File: src/rtl/ctrl_pipe.sv
// Generic control-signal pipeline: STAGES registered stages carrying a WIDTH-bit
// control bundle with per-stage valid, field mask, stall, flush and bubble insertion.
module ctrl_pipe #(
    parameter int unsigned               WIDTH     = 16,
    parameter int unsigned               STAGES    = 3,
    parameter logic [STAGES*WIDTH-1:0]   KEEP_MASK = '1,
    parameter int unsigned               CNTW      = 16
) (
    input  logic                             clk,
    input  logic                             R,
    input  logic [WIDTH-1:0]                 in_ctrl,
    input  logic                             in_valid,
    input  logic                             S,
    input  logic                             LE,
    input  logic [STAGES-1:0]                stall,
    input  logic [STAGES-1:0]                flush,
    input  logic                             clr_cnt,
    output logic                             in_ready,
    output logic [STAGES*WIDTH-1:0]          out_ctrl,
    output logic [STAGES-1:0]                out_valid,
    output logic [$clog2(STAGES+1)-1:0]      occupancy,
    output logic [CNTW-1:0]                  stall_cnt
);

    localparam int unsigned OCCW = $clog2(STAGES + 1);

    logic [WIDTH-1:0]  ctrl_q  [STAGES];
    logic [WIDTH-1:0]  ctrl_d  [STAGES];
    logic [STAGES-1:0] valid_q;
    logic [STAGES-1:0] valid_d;
    logic [STAGES-1:0] hold;

    // A stall in stage k holds every stage at or below k.
    always_comb begin
        hold = '0;
        for (int unsigned k = 0; k < STAGES; k++) begin
            hold[k] = !LE || (|(stall >> k));
        end
    end

    assign in_ready = !hold[0];

    always_comb begin
        ctrl_d  = ctrl_q;
        valid_d = valid_q;

        if (LE && flush[0]) begin
            ctrl_d[0]  = '0;
            valid_d[0] = 1'b0;
        end else if (!hold[0]) begin
            if (in_valid && !S) begin
                ctrl_d[0]  = in_ctrl & KEEP_MASK[0 +: WIDTH];
                valid_d[0] = 1'b1;
            end else begin
                ctrl_d[0]  = '0;
                valid_d[0] = 1'b0;
            end
        end

        // A moving stage behind a held one receives a bubble rather than a duplicate.
        for (int unsigned k = 1; k < STAGES; k++) begin
            if (LE && flush[k]) begin
                ctrl_d[k]  = '0;
                valid_d[k] = 1'b0;
            end else if (!hold[k]) begin
                if (hold[k-1]) begin
                    ctrl_d[k]  = '0;
                    valid_d[k] = 1'b0;
                end else begin
                    ctrl_d[k]  = ctrl_q[k-1] & KEEP_MASK[k*WIDTH +: WIDTH];
                    valid_d[k] = valid_q[k-1];
                end
            end
        end
    end

    always_ff @(posedge clk or negedge R) begin
        if (!R) begin
            for (int unsigned k = 0; k < STAGES; k++) begin
                ctrl_q[k] <= '0;
            end
            valid_q <= '0;
        end else begin
            for (int unsigned k = 0; k < STAGES; k++) begin
                ctrl_q[k] <= ctrl_d[k];
            end
            valid_q <= valid_d;
        end
    end

    always_ff @(posedge clk or negedge R) begin
        if (!R) begin
            stall_cnt <= '0;
        end else if (clr_cnt) begin
            stall_cnt <= '0;
        end else if (LE && (|stall) && (stall_cnt != '1)) begin
            stall_cnt <= stall_cnt + 1'b1;
        end
    end

    always_comb begin
        out_ctrl = '0;
        for (int unsigned k = 0; k < STAGES; k++) begin
            out_ctrl[k*WIDTH +: WIDTH] = ctrl_q[k];
        end
    end

    assign out_valid = valid_q;

    always_comb begin
        occupancy = '0;
        for (int unsigned k = 0; k < STAGES; k++) begin
            occupancy = occupancy + OCCW'(valid_q[k]);
        end
    end

endmodule

File: config.mk
export PLATFORM = sky130hd
export DESIGN_NAME = ctrl_pipe
export DESIGN_NICKNAME = d
export VERILOG_FILES = /design/src/rtl/ctrl_pipe.sv
export SDC_FILE = /design/constraint.sdc
export NUM_CORES = 1
export LEC_CHECK = 0
export BUFFER_PORTS_ARGS = -buffer_cell sky130_fd_sc_hd__buf_2
export CELL_PAD_IN_SITES_DETAIL_PLACEMENT = 1
export CELL_PAD_IN_SITES_GLOBAL_PLACEMENT = 1
export CORE_MARGIN = 5
export CORE_UTILIZATION = 38
export DETAILED_ROUTE_END_ITERATION = 8
export PLACE_DENSITY = 0.8
export SYNTH_ARGS = -nofsm -noshare
export SYNTH_HDL_FRONTEND = slang
export SYNTH_SLANG_ARGS = --single-unit
File: constraint.sdc
create_clock -name clk -period 2.19 [get_ports clk]
set_input_delay 0.5475 -clock clk [delete_from_list [all_inputs] [get_ports clk]]
set_output_delay 0.5475 -clock clk [all_outputs]
set_load 0.01 [all_outputs]
Yosys cells after proc, flatten, opt, wreduce, memory -nomap -nowiden
Index checks and enable logic that the tools add are counted.
Cells by class
  reduce and logical (&&, ||, !) cells: 15
  equality and inequality tests: 4
  add/subtract/negate cells: 3
  multiplexer cells: 20
Operators by type and width (count)
  $mux W16: 11
  $add A16 B1 Y16 const B: 1
  $ne A16 B16 Y1 const B: 1
  $mux W1: 9
  $logic_and A1 B1 Y1: 6
  $ne A2 B1 Y1 const B: 3
  $logic_not A1 Y1: 3
  $logic_or A1 B1 Y1: 3
  $reduce_or A3 Y1: 1
  $add A1 B1 Y2: 1
  $add A2 B1 Y2: 1
  $reduce_bool A2 Y1: 1
  $reduce_or A2 Y1: 1
Storage, ports and cells
  output and inout bits: 70
  logic and storage cells: 49
  flip-flop bits (word level): 67
  input port bits: 28

Depth between registers and ports, before layout
Gate-level depths: netlist (run 1).
  depth after elaboration: 5
  mapped depth: 7

Worst setup path before layout (run 1)
Ideal clock, no wire load.
  path kind: input -> register
  start point: input LE
  end point: register ctrl_q, in the netlist out_ctrl[0]
  arrival: 1.973 ns
  required time: 2.124 ns
  buffers on the path: 3
  setup slack: 0.152 ns
  cell stages on the path: 7
  cell sequence: buf_4 or3b_1 nor2_1 and4b_1 buf_2 buf_2 a22o_1
Between the ends
  longest elaborated chain between the ends: 3
  elaborated cells on any way between the ends: 5
  classes of those cells: eq/ne (1); mux (1); reduce/logical (3)
Ends and longest elaborated chain
  start, declared: line 14  | input logic LE,
  $logic_not A1 Y1: line 37  | hold[k] = !LE || (|(stall >> k));
  $logic_or A1 B1 Y1: line 37
  $ne A2 B1 Y1 (no line)
  end signal, assigned by index: line 85  | ctrl_q[k] <= ctrl_d[k];
  end, declared: line 27  | logic [WIDTH-1:0] ctrl_q [STAGES];
Parallel ways exist; a longest one is shown, timed or not.
A chain may end at the register's enable or synchronous reset.

Final worst setup path (run 1)
  start point: register stall_cnt[0]
  end point: register stall_cnt[14]
Between the ends
  longest elaborated chain between the ends: 3
  elaborated cells on any way between the ends: 6
  classes of those cells: add/sub (1); eq/ne (1); mux (2); reduce/logical (2)
Ends and longest elaborated chain
  start, declared: line 22  | output logic [CNTW-1:0] stall_cnt
  start signal, assigned: line 97  | stall_cnt <= stall_cnt + 1'b1;
  $add A16 B1 Y16 / $ne A16 B16 Y1 (equally long branches): line 97, 96
  $mux W16 / $logic_and A1 B1 Y1 (equally long branches): line 96  | end else if (LE && (|stall) && (stall_cnt != '1)) begin
  $mux W16 / $reduce_bool A2 Y1 (equally long branches)
Parallel ways exist; a longest one is shown, timed or not. The select of a mux whose other input is x is not followed.

==> out/summary.json, run 1 <==
{
  "outcome": "finished clean",
  "cts-buffers-inserted": 9,
  "fin_crit_sh_pct": 94.9,
  "path_cells": "ha_1, nand4_1, or4_1, nand4_1, mux2_2",
  "leading_post_synthesis_cells_by_instance_count": "67 x dfrtp_1, 50 x a22o_1, 13 x a21oi_1",
  "timing.setup.tns_ns": 0,
  "row_count": 31,
  "cts.repair_timing.setup_buffer_count": 0,
  "ff2ff_path_depth": 5,
  "h-tree-depth": 3,
  "r2r_setup_slack_ns": 0.11,
  "holdCritPathClass": "in2async",
  "postSynth.asyncResetShare_pct": 100,
  "regToRegStartpoint": "stall_cnt[0]",
  "cellLeakagePower_nw": 1.91,
  "critPathMaxFanout": 6,
  "drt_iter0_markers": 36,
  "synth_area_per_cell_um2": 12.4,
  "critPathBufInv": 0,
  "area_growth_pct": 32.2,
  "p_sw_w": 0.000602,
  "maximum_number_of_pins_on_one_net_before_global_route_repair": 34,
  "clk_root_buf": "clkbuf_8",
  "number_of_i_o_pins": 98,
  "timing_max_transition_violations_final": 0,
  "cell_with_the_most_instances_on_the_worst_path": "nand4_1",
  "postCtsHoldBufs": 0,
  "seqPwrFrac_pct": 49.3,
  "post_cts_resized": 0,
  "p_clk_share_pct": 44.9,
  "clk_path_buf_depth": 2,
  "post_synth_inst_count": 222,
  "routabilityCongestion": 0.835,
  "overflow_after_grt": 0,
  "cpPeakStageDelay_ns": 0.65,
  "place.detailed.instances": 416,
  "cp_data_required_time_ns": 2.41,
  "predominant_post_synthesis_flop_cell": "dfrtp_1",
  "antenna_left": 0,
  "antenna_violations_before_repair": 0,
  "synth.distinct_cells": 31,
  "multiplexer_share_of_the_synthesized_area_pct": 1.63,
  "cp-end-kind": "register",
  "buffer_ports.inserted": 97,
  "post-synth-top-count-cell": "dfrtp_1",
  "power.share.combinational_pct": 5.9,
  "synth-warning-count": 0,
  "p_int_w": 0.00195,
  "drt_drc_violations_left": 0,
  "ys_seq_elements": 67,
  "fin_worst_skew_ns": 0.0109,
  "post_synth_and_or_nand_nor_area_fraction_pct": 11.6,
  "design.core.area_mm2": 0.00718,
  "max_slew.worst_pin.slew_ns": 0.891,
  "timing.critical_path.max_delay_family": "simple AND/OR/NAND/NOR gates",
  "final_core_utilization_pct": 50.8,
  "cts_sinks": 67,
  "share_of_the_synthesized_area_in_the_top_cell_type_pct": 60.8,
  "power.density_cell_area_mw_per_mm2": 699,
  "synth_nets": 252,
  "clock_transition_at_the_registers_of_the_reported_paths_ns": 0.08,
  "synth_edf_count": 0,
  "achievable-frequency_mhz": 481,
  "drive_above_1_share_pct": 39.6,
  "yosys.area_share.xor_xnor_pct": 0,
  "crit_slowest_cell": "or4_1",
  "timing.max_slew.rel_slack_pct": 40.6,
  "worst-setup-path-type": "reg2reg",
  "clock_latency_ns": 0.33,
  "routed-via-count": 2356,
  "dieHeight_um": 95.2,
  "timing_hold_violations_final": 0,
  "cts_tree": "built",
  "final-setup-viol-count": 0,
  "dpl.hpwl_um": 5840,
  "synth_top_area_cell": "dfrtp_1",
  "final-instance-count-excl-fill": 432,
  "avgRoutedWirePerCell_um": 18.6,
  "post-route-min-period_ns": 2.08,
  "initial_core_utilization_pct": 38.4,
  "setup_repair_after_global_routing_missed_its_margin": "false",
  "power.share.switching_pct": 23.6,
  "synth.area.top_cells": "dfrtp_1 61%, a22o_1 16%, a21oi_1 2.4%",
  "critical_path.reg2reg.endpoint": "stall_cnt[14]",
  "worstPathArrival_ns": 2.30,
  "dieWidth_um": 95.2,
  "synth_sequential_area_ratio_pct": 60.8,
  "via_count_of_the_first_global_routing_pass": 2483,
  "critical_path_start_type": "register",
  "maxCapViolCount": 0,
  "ant_cells": 0,
  "synth_compound_gate_area_share_pct": 22.5,
  "grt_first_pass_wirelength_um": 12500,
  "finalWirelength_um": 8020,
  "vdd.ir_drop.worst_v": 0.000366,
  "synthAdderAreaFrac_pct": 1.18,
  "hold_slack_ns": 0.206,
  "grt_use_total_pct": 18.0,
  "tritonroute_pass_1_iters": 4,
  "nNetsFinal": 358,
  "die_area_mm2": 0.00906,
  "synth_top_family_by_area": "compound AO/OA/AOI/OAI gates",
  "detail_route.vias_per_cell": 5.45,
  "synth_area_mm2": 0.00276
}
-- cells by family (layout without fill, tap and decap cells) --
group           count (synthesis)  in the layout
simple gates                   54             54
fa+ha+maj                       2              2
flops                          67             67
buf+inv                        15            126
mux                             4              4
compound gates                 80             80
-- worst max-delay path by stage --
| stage | start | endpoint | slack [ns] | cells after the start |
|---|---|---|---|---|
| 2_1_floorplan | LE | out_ctrl[0] | 0.15 | 7 |
| 3_3_place_gp | LE | stall_cnt[9] | 0.08 | 5 |
| 3_5_place_dp | LE | stall_cnt[9] | -0.004 | 5 |
| 4_1_cts | stall_cnt[0] | stall_cnt[14] | 0.11 | 5 |
| 5_1_grt | stall_cnt[0] | stall_cnt[14] | 0.002 | 5 |
| 6_report | stall_cnt[0] | stall_cnt[14] | 0.11 | 5 |
-- sequential cells by signal, summed over array words and instances (netlist names) --
| register | cells |
|---|---|
| stall_cnt | 16 |
| out_valid | 3 |
| out_ctrl | 48 |
-- power groups by stage --
| stage | Combinational (W) | Sequential [W] | Clock, W |
|---|---|---|---|
| after global routing | 0.000166 | 0.00126 | 0.00123 |
| after detailed placement | 0.000153 | 0.00128 | 0 |
| after floorplan | 0.0000511 | 0.00128 | 0 |
| after global placement | 0.000147 | 0.00128 | 0 |
| final | 0.000150 | 0.00126 | 0.00114 |
| after CTS | 0.000153 | 0.00126 | 0.00117 |
-- worst register-to-register path, stage by stage, from the launching register on --
cell and delay [ns]:
dfrtp_1 0.42, ha_1 0.23, nand4_1 0.19, or4_1 0.65, nand4_1 0.14, mux2_2 0.34
-- per-layer routing --
| layer | routed length (µm) | track usage [%] |
|---|---|---|
| met1 | 3550 | 22.7 |
| met2 | 4060 | 31.0 |
| met3 | 325 | 2.84 |
| met4 | 83 | 6.85 |
| met5 | 0 | 0 |
-- per-stage QoR --
| step | power [W] | setup slack [ns] | cell area [µm²] |
|---|---|---|---|
| final | 0.00255 | 0.112 | 3650 |
| after global routing | 0.00266 | 0.00189 | 3650 |
| after CTS | 0.00258 | 0.106 | 3650 |
| after detailed placement | 0.00143 | -0.00386 | 3420 |
| after global placement | 0.00143 | 0.0811 | 3420 |
| after floorplan | 0.00134 | 0.152 | 2760 |
-- layout by cell type (no fill, tap or decap), types with 2 or more instances in the layout --
master     count
nand4_1        5
buf_2         97
buf_4          9
o21ai_1        3
a22o_1        50
a21oi_1       12
dfrtp_1       67
nor2_1         8
o31ai_1        7
inv_6          2
nor3_1         2
inv_1          2
clkbuf_8       9
nand2_1        7
mux2_2         4
o21ai_0        4
and4_1         2
or3_1          4
bufinv_16      2
nor4_1         3
nor2b_1        3
clkinv_4       2
nand3_1        7
buf_12         2
or4_1          8
-- area by class of cell --
| type | count | area [µm²] |
|---|---|---|
| Clock buffer | 9 | 124 |
| Multi-Input combinational cell | 140 | 1020 |
| Fill cell | 804 | 3530 |
| Clock inverter | 7 | 100 |
| Sequential cell | 67 | 1680 |
| Tap cell | 99 | 124 |
| Inverter | 2 | 7.51 |
| Timing Repair Buffer | 108 | 593 |
Note: power is estimated with default switching activity, not from simulation.
==> inputs of run 2 (changes only) <==
PLACE_DENSITY = not set   (was 0.8)
PLACE_DENSITY_LB_ADDON = 0.05   (was not set)
==> run 2 against run 1 <==
Net effect: sequential share of layout area is 0.22 points higher; clock skew is 0.0053 ns higher; sequential power hardly changed; wire length is 2.2% lower; count of clock-buffer cells in the layout is 1 higher; critical endpoint is now in_ready; final area is 0.48% lower.
==> out/summary.json, run 2 (synthesized netlist as in run 1, its figures left out) <==
{
  "outcome": "finished clean",
  "grt.met2_usage_pct": 27.9,
  "worstPathArrival_ns": 1.49,
  "grt_use_total_pct": 18.1,
  "dieHeight_um": 95.2,
  "drive_above_1_share_pct": 39.7,
  "area_growth_pct": 31.6,
  "cts_tree": "built",
  "r2r_setup_slack_ns": 0.16,
  "vdd.ir_drop.worst_v": 0.000332,
  "drt_drc_violations_left": 0,
  "maxCapViolCount": 0,
  "grt_first_pass_wirelength_um": 12700,
  "grt.busiest_layer": "met2",
  "clk_root_buf": "clkbuf_8",
  "timing.max_slew.rel_slack_pct": 65.8,
  "dieWidth_um": 95.2,
  "multi_input_combinational_cell_area_mm2": 0.00102,
  "nNetsFinal": 360,
  "finalWirelength_um": 7840,
  "overflow_after_grt": 0,
  "antenna_left": 0,
  "clk_path_buf_depth": 2,
  "antenna_violations_before_repair": 0,
  "maximum_number_of_pins_on_one_net_before_global_route_repair": 68,
  "holdCritPathClass": "in2async",
  "cp-end-kind": "output pin",
  "max_slew.worst_pin.slew_ns": 0.507,
  "critPathMaxFanout": 5,
  "die_area_mm2": 0.00906,
  "timing_hold_violations_final": 0,
  "clock_latency_ns": 0.34,
  "drt_iter0_markers": 76,
  "via_count_of_the_first_global_routing_pass": 2400,
  "final_area_mm2": 0.00363,
  "post-layout-total-power_w": 0.00241,
  "number_of_i_o_pins": 98,
  "area.sequential_mm2": 0.00168,
  "ant_cells": 0,
  "globalRouteMet1Util_pct": 25.1,
  "regToRegStartpoint": "stall_cnt[0]",
  "post-route-min-period_ns": 2.04,
  "routabilityCongestion": 0.768,
  "cellLeakagePower_nw": 1.90,
  "tritonroute_pass_1_iters": 4,
  "cts-buffers-inserted": 9,
  "timing_max_transition_violations_final": 0,
  "routed-via-count": 2322,
  "timing.setup.tns_ns": 0,
  "cp_data_required_time_ns": 1.64,
  "postCtsHoldBufs": 0,
  "avgRoutedWirePerCell_um": 18.1,
  "fin_worst_skew_ns": 0.0162,
  "achievable-frequency_mhz": 490,
  "fillCellCount": 796,
  "buffer_ports.inserted": 97,
  "row_count": 31,
  "fin_crit_sh_pct": 93.2,
  "dpl.hpwl_um": 5510,
  "critical_path_start_type": "primary input",
  "power.density_cell_area_mw_per_mm2": 665,
  "h-tree-depth": 3,
  "placed_area_mm2": 0.00343,
  "critical_path.startpoint": "stall[2]",
  "layout.cells.most_common": "buf_2",
  "grt_util_met3_pct": 4.34,
  "final-setup-viol-count": 0,
  "setup_repair_after_global_routing_missed_its_margin": "false",
  "detail_route.vias_per_cell": 5.35,
  "layout.cells.most_common_list": "97 x buf_2, 67 x dfrtp_1, 50 x a22o_1",
  "design.core.area_mm2": 0.00718,
  "worst-setup-path-type": "in2out",
  "clock_transition_at_the_registers_of_the_reported_paths_ns": 0.08,
  "cts_sinks": 67,
  "initial_core_utilization_pct": 38.4,
  "largest_register_ffs": 48
}
[run 2: final cells by class]
class	count	area share (%)
inverter	2	0.207
clock buffer	10	3.52
timing repair buffer	110	16.8
tap	99	3.41
multi-input combinational	140	28.1
sequential	67	46.2
clock inverter	6	1.76
[run 2: stage by stage]
| stage | hold slack (ns) | util (%) | instances | setup WS, ns |
|---|---|---|---|---|
| 2_1_floorplan | 0.252 | - | 222 | 0.152 |
| 3_3_place_gp | 0.484 | 47.8 | 418 | 0.101 |
| 3_5_place_dp | 0.487 | 47.8 | 418 | 0.0295 |
| 4_1_cts | 0.233 | 50.5 | 434 | 0.125 |
| 5_1_grt | 0.245 | 50.6 | 434 | 0.0365 |
| 6_report | 0.215 | 50.6 | 434 | 0.149 |
[run 2: what timing repair did]
action | 4_1_cts | 5_1_grt
gates resized for setup | 0 | 1
buffers inserted | 0 | 0
endpoints found under the setup margin | 0 | 1
[run 2: layer usage]
metal	part of all wire [%]	wire, µm
met5	0	0
met4	0.96	75
met3	5.8	455
met2	47	3680
met1	46	3630
[run 2: final timing paths]
kind / endpoint / cells after the start
worst max-delay path: in_ready / 4
worst min-delay path: stall_cnt[14] / 2
worst max register to register: stall_cnt[14] / 5
worst min register to register: out_ctrl[46] / 1
max in group asynchronous: out_ctrl[33] / 2
min in group clk: out_ctrl[12] / 2
[run 2: worst max-delay path: stages]
cell    delay, ns
buf_2        0.13
or3b_1       0.43
nor2_1       0.21
buf_2        0.18
[run 2: report_power, final]
part	internal, W	switching, W
sequential	0.00125	0.0000103
clock	0.000526	0.000479
combinational	0.0000525	0.0000976
==> inputs of run 3 (changes only) <==
clock period = 2.09 ns   (was 2.19 ns; I/O delays follow)
==> run 3 against run 2 <==
Net effect: final area rose by 2.0%; non-clock buffer count is 3 higher; clock power up 17%; sequential cell count stayed put; die area unchanged; critical path depth rose by 1; core utilization up 1.0 points; worst setup slack worse by 0.068 ns; critical path type is now reg2reg; critical endpoint is now stall_cnt[14]; highest routed layer unchanged.
==> out/summary.json, run 3 (synthesized netlist as in run 1, its figures left out) <==
{
  "grt_first_pass_wirelength_um": 12600,
  "critical_path_start_type": "register",
  "hold_slack_ns": 0.197,
  "post-layout-total-power_w": 0.00267,
  "routabilityCongestion": 0.764,
  "ff2ff_path_depth": 5,
  "achievable-frequency_mhz": 498,
  "regToRegStartpoint": "stall_cnt[1]",
  "dieWidth_um": 95.2,
  "layout.cells.most_common": "buf_2",
  "worst-setup-path-type": "reg2reg",
  "design.core.area_mm2": 0.00718,
  "timing_hold_violations_final": 0,
  "fin_crit_sh_pct": 96.2,
  "nNetsFinal": 363,
  "antenna_violations_before_repair": 0,
  "setup_repair_after_global_routing_missed_its_margin": "false",
  "avgRoutedWirePerCell_um": 18.0,
  "critical_path.reg2reg.endpoint": "stall_cnt[14]",
  "via_count_of_the_first_global_routing_pass": 2502,
  "clk_root_buf": "clkbuf_8",
  "power.share.switching_pct": 23.4,
  "antenna_left": 0,
  "power.density_cell_area_mw_per_mm2": 720,
  "overflow_after_grt": 0,
  "cts-buffers-inserted": 9,
  "layout.cells.most_common_list": "97 x buf_2, 67 x dfrtp_1, 50 x a22o_1",
  "timing.setup.tns_ns": 0,
  "largest_register_ffs": 48,
  "post-route-min-period_ns": 2.01,
  "seqPwrFrac_pct": 49.3,
  "maximum_number_of_pins_on_one_net_before_global_route_repair": 68,
  "drive_above_1_share_pct": 40.2,
  "power.share.combinational_pct": 6.2,
  "cts_tree": "built",
  "max_slew.worst_pin.slew_ns": 0.483,
  "h-tree-depth": 3,
  "number_of_i_o_pins": 98,
  "holdCritPathClass": "in2async",
  "clock_transition_at_the_registers_of_the_reported_paths_ns": 0.07,
  "p_int_w": 0.00204,
  "fin_worst_skew_ns": 0.00828,
  "clk_path_buf_depth": 2,
  "final-setup-viol-count": 0,
  "timing.max_slew.rel_slack_pct": 67.4,
  "dieHeight_um": 95.2,
  "timing_max_transition_violations_final": 0,
  "drt_iter0_markers": 74,
  "area_growth_pct": 34.2,
  "final_setup_margin_ns": 0.0803,
  "detail_route.vias_per_cell": 5.41,
  "cellLeakagePower_nw": 1.93,
  "finalWirelength_um": 7880,
  "worstPathArrival_ns": 2.23,
  "die_area_mm2": 0.00906,
  "routed-via-count": 2362,
  "p_sw_w": 0.000625,
  "ant_cells": 0,
  "outcome": "finished clean",
  "drt_drc_violations_left": 0,
  "cp_data_required_time_ns": 2.31,
  "cts_sinks": 67,
  "final_core_utilization_pct": 51.6,
  "cp-end-kind": "register",
  "clock_latency_ns": 0.33,
  "p_clk_share_pct": 44.4,
  "initial_core_utilization_pct": 38.4,
  "grt_use_total_pct": 17.9,
  "cts.repair_timing.setup_buffer_count": 0,
  "preCtsSetupSlack_ns": 0.0169,
  "dpl.hpwl_um": 5480,
  "vdd.ir_drop.worst_v": 0.000393,
  "buffer_ports.inserted": 97,
  "row_count": 31,
  "critPathMaxFanout": 5,
  "tritonroute_pass_1_iters": 4,
  "r2r_setup_slack_ns": 0.08,
  "maxCapViolCount": 0
}
## run 3: changes by cell type in the layout (fill, tap and decap cells not counted), sizes merged
| cell | previous run | this run |
|---|---|---|
| buf | 110 | 113 |
| clkinv | 2 | 1 |
| bufinv | 1 | 2 |
## run 3: area by class of cell
cell class | instances | area (µm²)
Clock inverter | 6 | 88.8
Tap cell | 99 | 124
Timing Repair Buffer | 113 | 656
Multi-Input combinational cell | 140 | 1020
Inverter | 2 | 7.51
Sequential cell | 67 | 1680
Clock buffer | 10 | 128
Fill cell | 794 | 3470
## run 3: worst max-delay path: stages, from the launching register on
cell and delay (ns):
dfrtp_1 0.41, ha_1 0.24, nand4_1 0.19, or4_4 0.61, nand4_1 0.11, mux2_2 0.33
## run 3: worst max path at each step
stage | from | endpoint | slack (ns) | cells past startpoint
after floorplan | LE | out_ctrl[0] | 0.08 | 7
after global placement | LE | stall_cnt[9] | 0.04 | 5
after detailed placement | LE | stall_cnt[9] | 0.02 | 5
after CTS | stall_cnt[1] | stall_cnt[14] | 0.03 | 5
after global routing | stall_cnt[1] | stall_cnt[2] | 0.007 | 5
final | stall_cnt[1] | stall_cnt[14] | 0.08 | 5
## run 3: what timing repair did
item                                    4_1_cts  5_1_grt
gates resized for setup                       0        1
endpoints found under the setup margin        0        2
hold buffers                                  0        0
## run 3: power groups by stage
stage | sequential (W) | clock (W) | combinational (W)
finish | 0.00132 | 0.00118 | 0.000166
global route | 0.00132 | 0.00126 | 0.000185
CTS | 0.00132 | 0.00121 | 0.000170
detailed placement | 0.00134 | 0 | 0.000170
global placement | 0.00134 | 0 | 0.000166
floorplan | 0.00135 | 0 | 0.0000536
## run 3: metrics by stage
step | instance area (µm²) | std cells
2_1_floorplan | 2760 | 222
3_3_place_gp | 3480 | 421
3_5_place_dp | 3480 | 421
4_1_cts | 3700 | 437
5_1_grt | 3700 | 437
6_report | 3700 | 437
## run 3: layer usage
layer / routed length [µm] / vias up / global-route usage, %
met1: 3590 / 1202 / 23.9
met2: 3790 / 68 / 29.2
met3: 448 / 6 / 4.26
met5: 0 / - / 0
met4: 50 / 0 / 5.17
li1: - / 1086 / -
